[src/rtl/issue_scoreboard.sv]
// Issue scoreboard: in-flight tag window plus per-register busy/owner tracking
// between decode and execute. Issues only hazard-free instructions into free tags.
module issue_scoreboard #(
  parameter int unsigned NUM_SLOTS = 4,
  parameter int unsigned TAG_W     = 2
) (
  input  logic             clk_in,
  input  logic             rst_n,
  input  logic             rdy_in,
  input  logic             id_valid_i,
  output logic             id_ready_o,
  input  logic             rs1_request_i,
  input  logic [4:0]       rs1_addr_i,
  input  logic             rs2_request_i,
  input  logic [4:0]       rs2_addr_i,
  input  logic             rd_write_i,
  input  logic [4:0]       rd_addr_i,
  input  logic             ex_ready_i,
  output logic             issue_valid_o,
  output logic [TAG_W-1:0] issue_tag_o,
  input  logic             wb_valid_i,
  input  logic [TAG_W-1:0] wb_tag_i,
  input  logic             flush_i,
  output logic             stall_o,
  output logic [TAG_W:0]   inflight_o
);

  localparam int unsigned NREGS = 32;
  localparam int unsigned REG_W = 5;
  localparam int unsigned CNT_W = TAG_W + 1;

  logic [NREGS-1:0]     busy_q,      busy_d;
  logic [TAG_W-1:0]     owner_q     [NREGS];
  logic [TAG_W-1:0]     owner_d     [NREGS];
  logic [NUM_SLOTS-1:0] slot_used_q, slot_used_d;
  logic [REG_W-1:0]     slot_rd_q   [NUM_SLOTS];
  logic [REG_W-1:0]     slot_rd_d   [NUM_SLOTS];
  logic [NUM_SLOTS-1:0] slot_wr_q,   slot_wr_d;
  logic [CNT_W-1:0]     inflight_q,  inflight_d;

  logic                 hazard_c;
  logic                 full_c;
  logic                 fire_c;
  logic                 rd_valid_c;
  logic [TAG_W-1:0]     free_tag_c;

  // Lowest-index free slot from registered occupancy (freed tags reusable next cycle)
  always_comb begin
    free_tag_c = '0;
    for (int i = int'(NUM_SLOTS) - 1; i >= 0; i--) begin
      if (!slot_used_q[i]) free_tag_c = TAG_W'(i);
    end
  end

  // RAW hazard and acceptance; x0 never blocks, writeback is not bypassed
  assign hazard_c   = (rs1_request_i && (rs1_addr_i != '0) && busy_q[rs1_addr_i]) ||
                      (rs2_request_i && (rs2_addr_i != '0) && busy_q[rs2_addr_i]);
  assign full_c     = &slot_used_q;
  assign id_ready_o = rdy_in & ex_ready_i & ~hazard_c & ~full_c & ~flush_i;
  assign fire_c     = id_valid_i & id_ready_o;
  assign rd_valid_c = rd_write_i && (rd_addr_i != '0);

  assign issue_valid_o = fire_c;
  assign issue_tag_o   = free_tag_c;
  assign stall_o       = id_valid_i & ~id_ready_o;
  assign inflight_o    = inflight_q;

  // Next state: flush wipes everything, else retire writeback then apply issue (issue wins)
  always_comb begin
    busy_d      = busy_q;
    owner_d     = owner_q;
    slot_used_d = slot_used_q;
    slot_rd_d   = slot_rd_q;
    slot_wr_d   = slot_wr_q;
    inflight_d  = '0;

    if (flush_i) begin
      busy_d      = '0;
      slot_used_d = '0;
      slot_wr_d   = '0;
    end else begin
      if (wb_valid_i && slot_used_q[wb_tag_i]) begin
        slot_used_d[wb_tag_i] = 1'b0;
        if (slot_wr_q[wb_tag_i] && (owner_q[slot_rd_q[wb_tag_i]] == wb_tag_i)) begin
          busy_d[slot_rd_q[wb_tag_i]] = 1'b0;
        end
      end
      if (fire_c) begin
        slot_used_d[free_tag_c] = 1'b1;
        slot_rd_d[free_tag_c]   = rd_addr_i;
        slot_wr_d[free_tag_c]   = rd_valid_c;
        if (rd_valid_c) begin
          busy_d[rd_addr_i]  = 1'b1;
          owner_d[rd_addr_i] = free_tag_c;
        end
      end
    end

    for (int i = 0; i < int'(NUM_SLOTS); i++) begin
      inflight_d = inflight_d + CNT_W'(slot_used_d[i]);
    end
  end

  // State registers; reset discards all in-flight tracking immediately
  always_ff @(posedge clk_in or negedge rst_n) begin
    if (!rst_n) begin
      busy_q      <= '0;
      owner_q     <= '{default: '0};
      slot_used_q <= '0;
      slot_rd_q   <= '{default: '0};
      slot_wr_q   <= '0;
      inflight_q  <= '0;
    end else begin
      busy_q      <= busy_d;
      owner_q     <= owner_d;
      slot_used_q <= slot_used_d;
      slot_rd_q   <= slot_rd_d;
      slot_wr_q   <= slot_wr_d;
      inflight_q  <= inflight_d;
    end
  end

endmodule

[config.mk]
export PLATFORM = sky130hd
export DESIGN_NAME = issue_scoreboard
export DESIGN_NICKNAME = d
export VERILOG_FILES = /design/src/rtl/issue_scoreboard.sv
export SDC_FILE = /design/constraint.sdc
export NUM_CORES = 1
export LEC_CHECK = 0
export BUFFER_PORTS_ARGS = -buffer_cell sky130_fd_sc_hd__buf_2
export CAP_MARGIN = 20
export CORE_UTILIZATION = 50
export DETAILED_ROUTE_END_ITERATION = 6
export GPL_TIMING_DRIVEN = 0
export PLACE_DENSITY_LB_ADDON = 0.3
export SYNTH_ARGS = -nofsm -noshare
export SYNTH_HDL_FRONTEND = slang
export SYNTH_SLANG_ARGS = --single-unit
export TNS_END_PERCENT = 100
[constraint.sdc]
create_clock -name clk_in -period 6.2 [get_ports clk_in]
set_clock_uncertainty 0.1 [all_clocks]
set_input_delay 1.24 -clock clk_in [delete_from_list [all_inputs] [get_ports clk_in]]
set_output_delay 1.24 -clock clk_in [all_outputs]
set_load 0.1 [all_outputs]
==> impl_metrics.tcl, run 1 <==
set metrics [dict create \
    cts-root-buf "clkbuf_16" \
    dp_slack_ps 853 \
    die_w_um 120 \
    power.leakage_nw 3.63 \
    worst_pin_slew_ps 939 \
    clk_latency_ps 420 \
    path_class "primary input to output pin" \
    crit_path_end_kind "output pin" \
    r2r-start "busy_q[15]" \
    fin_util_pct 59.3 \
    synth_seq_cells 126 \
    grt_pass1_wl_um 27900 \
    hpwl_um 12800 \
    numCtsBuffers 17 \
    p_per_area_mw_per_mm2 264 \
    hold_start "owner_q[62]" \
    port-buffer-count 27 \
    layout-drive-gt1-share_pct 33.2 \
    outcome "completed" \
    period_needed_ps 5210 \
    hold_violations 0 \
    cpPeakStageDelay_ps 450 \
    postCtsHoldBufs 0 \
    totalWireLength_um 17300 \
    rsz0062_at_grt "no" \
    synth_cell_types 55 \
    cts-resized-gates 0 \
    slew_headroom_pct 37.4 \
    syn_area_mm2 0.00695 \
    ir_drop_v 0.000180 \
    synth_top_area_share_pct 45.4 \
    ys_warn_count 0 \
    setup-violations-final 0 \
    clk_pin_slew_ps 50 \
    cp_common_cell "mux4_2" \
    drv_slew 0 \
    diodes 0 \
    cts_tree "yes" \
    gp_congestion 0.906 \
    fin_area_mm2 0.00795 \
    postPlaceCellArea_mm2 0.00734 \
    drt_iter0_markers 354 \
    syn-instance-count 562 \
    routedWlPerCell_um 21.7 \
    die_h_um 120 \
    synth_area_per_cell_um2 12.4 \
    layout_commonest_cell "dfrtp_1" \
    core-area_mm2 0.0134 \
    setup-tns-final_ps 0 \
    area_delta_synth_final_pct 14.4 \
    grt_usage_pct 26.0 \
    ys_top_cells_by_area "dfrtp_1 45%, mux2_2 11%, mux2i_1 8.1%" \
    syn_nets 592 \
    reg2reg_slack_ps 2020 \
    min_to "owner_q[62]" \
    worst-path-max-fanout 10 \
    cts_max_level 4 \
    io_pins 35 \
    postRouteAntennaNets 0 \
    r2r-end "inflight_o[1]" \
    fmax_mhz 192 \
    grt_overflow_total 0 \
    crit_path_start_kind "primary input" \
    start_util_pct 51.8 \
    final_net_count 639 \
    critical_path.cell_chain "clkbuf_1 > mux4_2 > mux4_2 > and3_1 > a31o_1 > nor2_2 > nand2_2 > clkinv_2 > buf_2" \
    final_cell_mix "126 x dfrtp_1, 65 x mux2_2, 62 x nand2_1" \
    drc 0 \
    viasPerCell 5.99 \
    ys_seq_area_share_pct 45.4 \
    grt_antenna_before_repair 0 \
    reg2regPathDepth 13 \
    rows 42 \
    holdPathStages 1 \
    critical_path_required_ps 4860 \
    synth_top_area_cell "dfrtp_1" \
    dr_total_vias 4774 \
    cp.arrival_ps 3870 \
    clkSinkCount 126 \
    cp_slowest_cell "mux4_2" \
    drt-pass1-iter-count 5 \
    first_global_vias 5021 \
    cap_violations 0 \
    finalPower_w 0.00210 \
    clock_path_buffers 2 \
    worstHoldPathType "register to register" \
    postCtsSetupBuffers 0 \
    grt_max_degree 105 \
    post-route-worst-setup-slack_ps 987 \
    die_area_mm2 0.0144 \
    fin_crit_sh_pct 84.1 \
]
==> layout make-up <==
type	instances	area [um^2]
repair buffers	28	169
clock buffers	25	505
multi-input cells	381	3520
plain buffers	45	236
flip-flops and latches	126	3150
fillers	1066	5450
inverters	10	38.8
clock inverters	6	105
well taps	176	220
==> worst max-delay path, delay by kind of cell <==
family                 cells  cell delay, ps
AND/OR/NAND/NOR            3             530
AO/OA/AOI/OAI              1             200
buffers and inverters      3            1030
multiplexers               2             860
==> per-stage QoR <==
step / std cells / hold slack [ps]
5_1_grt: 797 / 396
6_report: 797 / 358
2_1_floorplan: 562 / 328
3_3_place_gp: 765 / 348
4_1_cts: 797 / 364
3_5_place_dp: 766 / 352
==> worst max-delay path by stage <==
| stage | startpoint | end | slack (ps) | cells after the start |
|---|---|---|---|---|
| 5_1_grt | rs1_addr_i[1] | issue_valid_o | 810 | 9 |
| 6_report | rs1_addr_i[1] | issue_valid_o | 990 | 9 |
| 3_5_place_dp | rs1_addr_i[1] | inflight_o[1] | 850 | 14 |
| 4_1_cts | rs1_addr_i[1] | issue_valid_o | 940 | 9 |
| 3_3_place_gp | rs1_addr_i[1] | inflight_o[1] | 940 | 14 |
| 2_1_floorplan | rs1_addr_i[0] | inflight_o[1] | 280 | 14 |
==> report_power, final <==
part           total (W)  leakage (nW)  internal (W)  switching (W)
sequential      0.000846          1.75      0.000838     0.00000781
combinational   0.000223          1.58     0.0000754       0.000147
clock            0.00103         0.303      0.000681       0.000346
==> sequential cells by signal, indices dropped and copies added, names as in the netlist <==
register / count
slot_rd_q: 20
busy_q: 31
inflight_o: 3
slot_wr_q: 4
owner_q: 64
slot_used_q: 4
==> per-layer routing <==
metal / vias up / GRT usage, % / part of all wire [%]
li1: 2182 / - / -
met1: 2428 / 34.3 / 46
met2: 127 / 41.5 / 48
met3: 37 / 5.94 / 3.7
met4: 0 / 10.7 / 2.5
met5: - / 0 / 0
==> cells in the mapped netlist, drive strengths merged <==
cell       n
a31o       7
o2bb2ai    2
o221ai     1
o31ai      1
dfrtp    126
fa         1
and3b      1
nor4       3
nor2b      8
or2        9
o22ai      5
inv        9
buf       20
xor2       1
nor3b      1
or3       12
nand4b     1
a21oi      4
nor3       6
nor2      15
o311ai    26
or3b       2
o211a      1
nand3      5
o21ai      9
nand3b     6
a31oi      1
mux2      86
mux2i     56
nand2b     5
a22o       1
and3       3
ha         2
nand2     63
nand4      2
a21boi     1
and2       5
mux4      22
clkbuf    25
or4        7
clkinv     1
==> kinds of logic after synthesis <==
logic type                 count (synthesis)  share of synthesized area [%]
AOI/OAI and AO/OA                         59                           6.50
and+or+nand+nor                          154                           13.3
DFF                                      126                           45.4
adders and majority gates                  3                          0.648
xor gates and xnor gates                   1                          0.126
buffers and inverters                     55                           3.96
muxes                                    164                           30.1
(Power assumes the default switching activity.)
==> run 2, diff against run 1 <==
Clock period 6.2 ns to 5.1 ns, I/O delays scaled along.
==> run 2 against run 1 <==
- sequential share of layout area fell by 0.075 points
- register-to-register slack got worse by 1100 ps
- critical path depth did not move
- largest cell class unchanged
==> impl_metrics.tcl, run 2 (synthesized netlist as in run 1, its figures left out) <==
set metrics [dict create \
    outcome "completed" \
    worst_pin_slew_ps 907 \
    postRouteAntennaNets 0 \
    cts_max_level 4 \
    final_net_count 639 \
    dp_slack_ps 0.733 \
    multi_input_area_mm2 0.00353 \
    clock_path_buffers 2 \
    r2r-end "inflight_o[1]" \
    rsz0062_at_grt "no" \
    drc 0 \
    clk_latency_ps 420 \
    cts-resized-gates 0 \
    whs_ps 355 \
    viasPerCell 5.94 \
    area_delta_synth_final_pct 14.6 \
    gp_congestion 0.915 \
    fmax_mhz 212 \
    clk_pin_slew_ps 50 \
    ir_drop_v 0.000230 \
    reg.largest.list "owner_q (64), busy_q (31), slot_rd_q (20)" \
    first_global_vias 4959 \
    setup-tns-final_ps 0 \
    p_comb_share_pct 10.6 \
    die_area_mm2 0.0144 \
    drt-pass1-iter-count 5 \
    numCtsBuffers 17 \
    reg2reg_slack_ps 960 \
    critical_path_required_ps 3980 \
    path_class "primary input to output pin" \
    clkPwrFrac_pct 49.2 \
    crit_path_end_kind "output pin" \
    grt_overflow_total 0 \
    hold_violations 0 \
    die_w_um 120 \
    cp.arrival_ps 3600 \
    post-route-worst-setup-slack_ps 379 \
    totalWireLength_um 17100 \
    port-buffer-count 27 \
    postCtsHoldBufs 0 \
    drt_iter0_markers 433 \
    slew_headroom_pct 39.5 \
    rows 42 \
    largest_reg_flops 64 \
    fin_util_pct 59.4 \
    cts_tree "yes" \
    drv_slew 0 \
    start_util_pct 51.8 \
    io_pins 35 \
    fill_cells 1095 \
    setup-violations-final 0 \
    grt_usage_pct 25.7 \
    core-area_mm2 0.0134 \
    switching_share_pct 24.3 \
    grt_antenna_before_repair 0 \
    cts-root-buf "clkbuf_16" \
    die_h_um 120 \
    r2r-start "busy_q[15]" \
    layout-drive-gt1-share_pct 33.6 \
    crit_path_start_kind "primary input" \
    register_area_mm2 0.00315 \
    diodes 0 \
    cap_violations 0 \
    layout_commonest_cell "dfrtp_1" \
    clkSinkCount 126 \
    power.leakage_nw 3.62 \
    final_cell_mix "126 x dfrtp_1, 65 x mux2_2, 62 x nand2_1" \
    top_register "owner_q" \
    postCtsSetupBuffers 0 \
    grt_pass1_wl_um 27300 \
    reg2regPathDepth 13 \
    hpwl_um 12700 \
    period_needed_ps 4720 \
    crit_start "rs1_addr_i[1]" \
    grt_max_degree 105 \
    routedWlPerCell_um 21.5 \
    p_per_area_mw_per_mm2 321 \
    fin_crit_sh_pct 92.6 \
    p_seq_share_pct 40.2 \
    p_int_w 0.00194 \
    worst-path-max-fanout 10 \
    dr_total_vias 4740 \
    worstHoldPathType "primary input to async pin" \
    switching_power_w 0.000621 \
]
## run 2: cell count changes in the layout (fill, tap and decap cells not counted)
cell        previous run  this run
nor2b_2                0         1
nor2b_1                8         7
clkinv_2               4         5
clkbuf_8               5         1
nor2_4                 0         1
clkinvlp_4             0         3
clkinv_4               0         1
nor2_2                 1         0
bufinv_16              3         4
clkbuf_1              28        27
## run 2: worst max-delay path by stage
stage | end | slack [ps] | depth (start not counted)
after global routing | inflight_o[1] | 220 | 14
after CTS | issue_valid_o | 340 | 9
after global placement | inflight_o[1] | 50 | 14
after floorplan | inflight_o[1] | -90 | 14
after detailed placement | inflight_o[1] | 0.7 | 14
final | issue_valid_o | 380 | 9
## run 2: critical path, stage by stage
cell,delay [ps]
clkbuf_1,400
mux4_2,410
mux4_2,470
and3_1,190
a31o_1,210
nor2_4,110
nand2_2,200
clkinv_4,150
buf_2,430
## run 2: stage by stage
step	power [W]	cell area, um^2	instances
2_1_floorplan	0.00122	6960	562
3_3_place_gp	0.00130	7310	765
3_5_place_dp	0.00132	7350	766
4_1_cts	0.00257	7960	798
5_1_grt	0.00263	7960	798
6_report	0.00256	7960	798
## run 2: area by class of cell
| class | count | share of cell area (%) |
|---|---|---|
| multi-input cells | 381 | 44.3 |
| inverters | 10 | 0.534 |
| repair buffers | 28 | 2.12 |
| plain buffers | 45 | 2.97 |
| flip-flops and latches | 126 | 39.6 |
| clock inverters | 12 | 2.11 |
| clock buffers | 20 | 5.61 |
| well taps | 176 | 2.77 |
## run 2: power by group through the flow
stage               Sequential, W  Combinational (W)  Clock, W
floorplan                 0.00105           0.000175         0
global placement          0.00104           0.000261         0
detailed placement        0.00105           0.000269         0
CTS                       0.00103           0.000270   0.00127
global route              0.00103           0.000290   0.00131
finish                    0.00103           0.000271   0.00126
## run 2: layer usage
| layer | up-vias | global-route usage (%) | wire length (um) |
|---|---|---|---|
| li1 | 2176 | - | - |
| met1 | 2389 | 33.1 | 7540 |
| met2 | 137 | 41.8 | 8370 |
| met3 | 38 | 5.28 | 767 |
| met4 | 0 | 11.8 | 447 |
| met5 | - | 0 | 0 |
